==> src/rtl/alu_mul_sequencer.sv <==
// Unsigned WIDTH x WIDTH -> 2*WIDTH shift-add multiplier that borrows the datapath
// ALU for every addition and carry detection instead of carrying its own adder.
module alu_mul_sequencer #(
  parameter int          WIDTH  = 32,
  parameter logic [3:0]  OP_ADD = 4'b0010,
  parameter logic [3:0]  OP_SLT = 4'b0111,
  parameter logic [3:0]  OP_NOP = 4'b1111
) (
  input  logic                 clock,
  input  logic                 reset,
  input  logic                 start,
  input  logic [WIDTH-1:0]     multiplicand,
  input  logic [WIDTH-1:0]     multiplier,
  output logic                 busy,
  output logic                 done,
  output logic [2*WIDTH-1:0]   product,
  output logic [3:0]           alu_control,
  output logic [WIDTH-1:0]     alu_in1,
  output logic [WIDTH-1:0]     alu_in2,
  input  logic [WIDTH-1:0]     alu_result
);

  localparam int CW = $clog2(WIDTH);
  localparam logic [CW-1:0] LAST_COUNT = CW'(WIDTH - 1);

  typedef enum logic [2:0] {
    S_IDLE  = 3'd0,
    S_ADD   = 3'd1,
    S_CARRY = 3'd2,
    S_SHIFT = 3'd3,
    S_DONE  = 3'd4
  } state_t;

  // Handshake: start is a level request honoured only while idle; there is no
  // backpressure on the result, done is a single-cycle pulse and product is held.
  state_t               state_q, state_d;
  logic [WIDTH-1:0]     a_q, a_d;
  logic [WIDTH-1:0]     p_hi_q, p_hi_d;
  logic [WIDTH-1:0]     q_q, q_d;
  logic [WIDTH-1:0]     t_q, t_d;
  logic                 carry_q, carry_d;
  logic [CW-1:0]        count_q, count_d;
  logic                 busy_q, busy_d;
  logic                 done_q, done_d;
  logic [2*WIDTH-1:0]   product_q, product_d;

  always_comb begin
    state_d   = state_q;
    a_d       = a_q;
    p_hi_d    = p_hi_q;
    q_d       = q_q;
    t_d       = t_q;
    carry_d   = carry_q;
    count_d   = count_q;
    product_d = product_q;
    case (state_q)
      S_IDLE: begin
        if (start) begin
          a_d     = multiplicand;
          q_d     = multiplier;
          p_hi_d  = '0;
          carry_d = 1'b0;
          count_d = '0;
          state_d = multiplier[0] ? S_ADD : S_SHIFT;
        end
      end
      S_ADD: begin
        t_d     = alu_result;
        state_d = S_CARRY;
      end
      S_CARRY: begin
        // The sum wrapped iff it came out smaller than the addend it started from.
        carry_d = alu_result[0];
        p_hi_d  = t_q;
        state_d = S_SHIFT;
      end
      S_SHIFT: begin
        p_hi_d  = {carry_q, p_hi_q[WIDTH-1:1]};
        q_d     = {p_hi_q[0], q_q[WIDTH-1:1]};
        carry_d = 1'b0;
        if (count_q == LAST_COUNT) begin
          product_d = {p_hi_d, q_d};
          state_d   = S_DONE;
        end else begin
          count_d = count_q + CW'(1);
          state_d = q_q[1] ? S_ADD : S_SHIFT;
        end
      end
      S_DONE: begin
        state_d = S_IDLE;
      end
      default: begin
        state_d = S_IDLE;
      end
    endcase
    busy_d = (state_d != S_IDLE);
    done_d = (state_d == S_DONE);
  end

  always_ff @(posedge clock or posedge reset) begin
    if (reset) begin
      state_q   <= S_IDLE;
      a_q       <= '0;
      p_hi_q    <= '0;
      q_q       <= '0;
      t_q       <= '0;
      carry_q   <= 1'b0;
      count_q   <= '0;
      busy_q    <= 1'b0;
      done_q    <= 1'b0;
      product_q <= '0;
    end else begin
      state_q   <= state_d;
      a_q       <= a_d;
      p_hi_q    <= p_hi_d;
      q_q       <= q_d;
      t_q       <= t_d;
      carry_q   <= carry_d;
      count_q   <= count_d;
      busy_q    <= busy_d;
      done_q    <= done_d;
      product_q <= product_d;
    end
  end

  always_comb begin
    alu_control = OP_NOP;
    alu_in1     = '0;
    alu_in2     = '0;
    case (state_q)
      S_ADD: begin
        alu_control = OP_ADD;
        alu_in1     = p_hi_q;
        alu_in2     = a_q;
      end
      S_CARRY: begin
        alu_control = OP_SLT;
        alu_in1     = t_q;
        alu_in2     = p_hi_q;
      end
      default: begin
        alu_control = OP_NOP;
      end
    endcase
  end

  assign busy    = busy_q;
  assign done    = done_q;
  assign product = product_q;

endmodule

==> config.mk <==
export PLATFORM = sky130hd
export DESIGN_NAME = alu_mul_sequencer
export DESIGN_NICKNAME = d
export VERILOG_FILES = /design/src/rtl/alu_mul_sequencer.sv
export SDC_FILE = /design/constraint.sdc
export NUM_CORES = 1
export LEC_CHECK = 0
export CORE_ASPECT_RATIO = 2
export CORE_MARGIN = 3
export CORE_UTILIZATION = 45
export DETAILED_ROUTE_END_ITERATION = 16
export PLACE_DENSITY = 0.75
export SYNTH_ARGS = -nofsm -noshare
export SYNTH_HDL_FRONTEND = slang
export SYNTH_SLANG_ARGS = --single-unit
==> constraint.sdc <==
create_clock -name clock -period 14.49 [get_ports clock]
set_input_delay 2.898 -clock clock [delete_from_list [all_inputs] [get_ports clock]]
set_output_delay 2.898 -clock clock [all_outputs]
set_load 0.1 [all_outputs]
# Word-level counts from Yosys, hierarchy flattened
# Index checks and enable logic that the tools add are counted.
# W data, S select, Z words.
dict set report totals {
  output_inout_bits 134
  reg_bits 203
  in_bits 99
  word_cells 44
}
dict set report classes {
  n_addsub 1
  eq_ne 7
  reduce_logical 9
  mux 17
}
# operator n
set ops {}
lappend ops {{$pmux W32 S2} 3}
lappend ops {{$pmux W32 S3} 1}
lappend ops {{$mux W32} 2}
lappend ops {{$pmux W3 S4} 1}
lappend ops {{$mux W5} 2}
lappend ops {{$pmux W5 S2} 1}
lappend ops {{$pmux W4 S2} 1}
lappend ops {{$reduce_and A2 Y1} 4}
lappend ops {{$eq A3 B2 Y1 const B} 2}
lappend ops {{$mux W3} 2}
lappend ops {{$reduce_bool A3 Y1} 2}
lappend ops {{$add A5 B1 Y5 const B} 1}
lappend ops {{$eq A5 B5 Y1 const B} 1}
lappend ops {{$mux W2} 2}
lappend ops {{$ne A2 B2 Y1 const B} 2}
lappend ops {{$eq A3 B1 Y1 const B} 1}
lappend ops {{$eq A3 B3 Y1 const B} 1}
lappend ops {{$logic_not A3 Y1} 1}
lappend ops {{$pmux W1 S3} 1}
lappend ops {{$reduce_and A3 Y1} 1}
lappend ops {{$reduce_bool A2 Y1} 1}
lappend ops {{$mux W1} 1}

# Depth between registers and ports, before layout
dict set report depth {
  word_depth 4
  ltp_mapped 8
  depth_no_buf 6
}

# Worst setup path before layout
# Ideal clock, no wire load.
dict set report synth_path {
  path_type {reg-to-output}
  start {reg state_q[1]}
  end {out alu_in1[22]}
  path_slack_ps 7624
  required_ps 11592
  arrival_ps 3968
  n_path_buf 3
  path_stages_with_launch 7
  cell_sequence {dfrtp_1 -> buf_2 -> nor3b_2 -> buf_2 -> inv_1 -> clkbuf_1 -> o21ai_0}
}
dict set report synth_via {
  elab_chain_len 2
  elab_cells_between_ends 3
  classes_between {eq/ne (2); mux (1)}
}
# element line
set synth_lines {}
lappend synth_lines {{start: declaration} 36} ;# state_t state_q, state_d;
lappend synth_lines {{start signal: assignment} 113} ;# state_q <= state_d;
lappend synth_lines {{$eq A3 B2 Y1 or $eq A3 B1 Y1 (tied branches)} 130} ;# case (state_q)
lappend synth_lines {{$pmux W32 S2 (*)} 130}
lappend synth_lines {{end: declaration} 18} ;# output logic [WIDTH-1:0] alu_in1,
# Every way passes the cells marked *; elsewhere a longest branch is shown, timed or not.

# Worst setup path in the final report
dict set report layout_path {
  start {reg state_q[0]}
  end {out alu_in1[31]}
}
# Same word-level chain as after synthesis.

==> key figures <==
Final layout
  • # fillers: 1,470
  • Core Util, Final: 63.16%
  • Share of layout cells above drive strength 1: 13.10%
  • Nets: 1,029
  • Area grow syn2layout: 36.09%
  • Fin area: 0.01167 mm²

STA
  • Pins over their slew limit: 0
  • Final min period: 7.383 ns
  • TNS Setup: 0 ns
  • Min Hold Slack: 0.4792 ns
  • RSZ-0062 raised after global routing: false
  • Fmax: 135.4 MHz
  • Final Hold Viols: 0
  • Setup Viol. Count Final: 0
  • Final Cycle Share: 50.95%
  • Clk_skew: 0.01208 ns
  • Rel. slew slack: 25.10%
  • Worst-margin pin slew: 1.120 ns

Routing
  • WL final: 23.76 mm
  • Vias per cell: 5.349
  • Wirelength per Cell: 19.87 µm
  • Length of the first detailed-routing pass in iterations: 4
  • Vias: 6,397
  • Routed Antenna Nets: 0
  • Initial drt markers: 292
  • DRC errors left: 0

Worst setup path
  • Critical Path Source Type: flop
  • CP arrival: 4.48 ns
  • Crit path capture type: output pin
  • Worst Path Max Fanout: 66
  • WP data required: 11.59 ns
  • CP Class: flop to output pin

Global route
  • Initial antenna violation count: 5
  • Vias in the first global route: 6,728
  • Total grt overflow: 0
  • Largest net degree at the start of global routing: 135
  • First-pass GRT wire length: 37.67 mm
  • Total track usage: 22.49%

Synthesis
  • Register area share after synthesis: 58.94%
  • Synth warn: 0
  • Post-synthesis async set-or-reset flop share: 100.0%
  • Syn Area/Cell: 11.86 µm²
  • Top post-synthesis cells by area: dfrtp_1 59%, mux2_2 10%, o21ai_0 4.4%, nand2_1 4.2%, mux2i_1 3.6%
  • Synth top cells by count: 202 x dfrtp_1, 97 x nand2_1, 78 x mux2_2
  • Synth Cell Area: 0.008577 mm²
  • Count leader, synth: dfrtp_1
  • Post-synth EDFFs: 0
  • Number of synthesized register bits: 202
  • Mapped Nets: 824
  • Cells after synthesis: 723
  • Netlist cell types: 36
  • Post-synth top area share: 58.94%
  • Synth Flop Type: dfrtp_1
  • Area leader, netlist: dfrtp_1

Floorplan
  • Row Count: 70
  • I/O Pins: 233
  • Die height: 201.2 µm
  • Die Wd: 103.6 µm
  • Initial Utilization: 46.41%
  • Core box area: 0.01848 mm²
  • Die area: 0.02085 mm²

Clock network
  • Worst-path clk slew: 0.07 ns
  • Setup repair bufs after CTS: 0
  • Root buf cell: clkbuf_16
  • Post_cts resized: 0
  • CTS Buf Count: 19
  • CTS tree: built
  • CTS Hold Bufs: 0
  • CTS max path bufs: 3
  • Htree depth: 1
  • Clock Latency Late Sink: 0.49 ns
  • Clk sinks: 202

Placement
  • Gpl congestion: 0.8817
  • I/O Buffers: 231
  • Placed inst area: 0.01102 mm²
  • HPWL Detailed: 16.24 mm

Job
  • Max-cap check violation count: 0

Status
  • Status: finished, final reports clean

Worst hold path
  • Worst hold-check path type: flop to flop
[worst paths after layout]
path	from	to	slack (ns)	cells after the start
worst max-delay path	state_q[0]$_DFF_PP0_	alu_in1[31]	7.11	5
worst min-delay path	product[31]$_DFFE_PP0P_	product[31]$_DFFE_PP0P_	0.48	2
worst max register to register	count_q[0]$_DFFE_PP0P_	count_q[0]$_DFFE_PP0P_	11.62	7
worst min register to register	product[31]$_DFFE_PP0P_	product[31]$_DFFE_PP0P_	0.48	2
max in group asynchronous	reset	product[42]$_DFFE_PP0P_	9.99	3
min in group asynchronous	reset	product[50]$_DFFE_PP0P_	2.99	2
[flip-flops by register name, indices dropped and copies added, names as in the netlist]
register and flops:
state_q 3, product 64, carry_q 1, q_q 31, done 1, t_q 32, busy 1, count_q 5
p_hi_q 32, a_q 32
[cell usage in the layout, fill, tap and decap left out, drive strengths merged]
master and count:
clkdlybuf4s50 231, dfrtp 202, o21ai 110, nand2 97
mux2 97, inv 40, a22o 34, mux2i 31
clkbuf 25, o221ai 22, a22oi 10, buf 7
diode 5, nor2 3, clkinv 3, nor3b 2
ha 2, clkinvlp 2, bufinv 2, a21oi 2
nand4b 1, nor4b 1, nor4bb 1, and3b 1
or2 1, a31oi 1, and4b 1, nand3 1
nand3b 1, nand2b 1, and3 1, or3 1
nor2b 1, o211ai 1, o31ai 1, nor3 1
conb 1
[layout make-up]
| cell class | instances | area, µm² | area share, % |
|---|---|---|---|
| diodes | 5 | 12.51 | 0.1072 |
| clock buffers | 25 | 548.0 | 4.695 |
| clock inverters | 7 | 90.09 | 0.7718 |
| inverters | 40 | 157.7 | 1.351 |
| multi-input cells | 427 | 3129 | 26.81 |
| flip-flops and latches | 202 | 5055 | 43.31 |
| well taps | 252 | 315.3 | 2.701 |
| repair buffers | 238 | 2365 | 20.26 |
[metal layers]
layer	wire [µm]	share of wire, %	vias up	global-route usage (%)
li1	-	-	2951	-
met1	8573	36	3185	24.82
met2	13090	55	203	42.39
met3	1003	4.2	58	3.146
met4	1095	4.6	0	10.08
met5	0	0	-	0
[critical path, stage by stage (launching register included)]
cell             delay [ns]
dfrtp_1                0.64
nor3b_4                0.26
buf_4                  0.67
inv_1                  0.71
o21ai_0                0.44
clkdlybuf4s50_1        1.19
[per-stage QoR]
stage	cells	setup slack (ns)
floorplan	723	6.081
CTS	1191	7.126
detailed placement	1159	7.653
global placement	1159	7.850
finish	1196	7.107
global route	1196	6.890
[cell families (layout without fill, tap and decap cells)]
kind of cell | after synthesis | after routing | share of synthesized area (%)
buffers and inverters | 94 | 310 | 4.974
AO/OA/AOI/OAI | 181 | 181 | 13.38
other | 1 | 6 | 0.04372
flip-flops | 202 | 202 | 58.94
AND/OR/NAND/NOR | 115 | 115 | 6.025
multiplexers | 128 | 128 | 16.35
adder cells (fa/ha/maj) | 2 | 2 | 0.2917
Power is left out: the tool's default activity adds up to more than one toggle a clock period on the data nets, which glitch-free logic cannot reach.
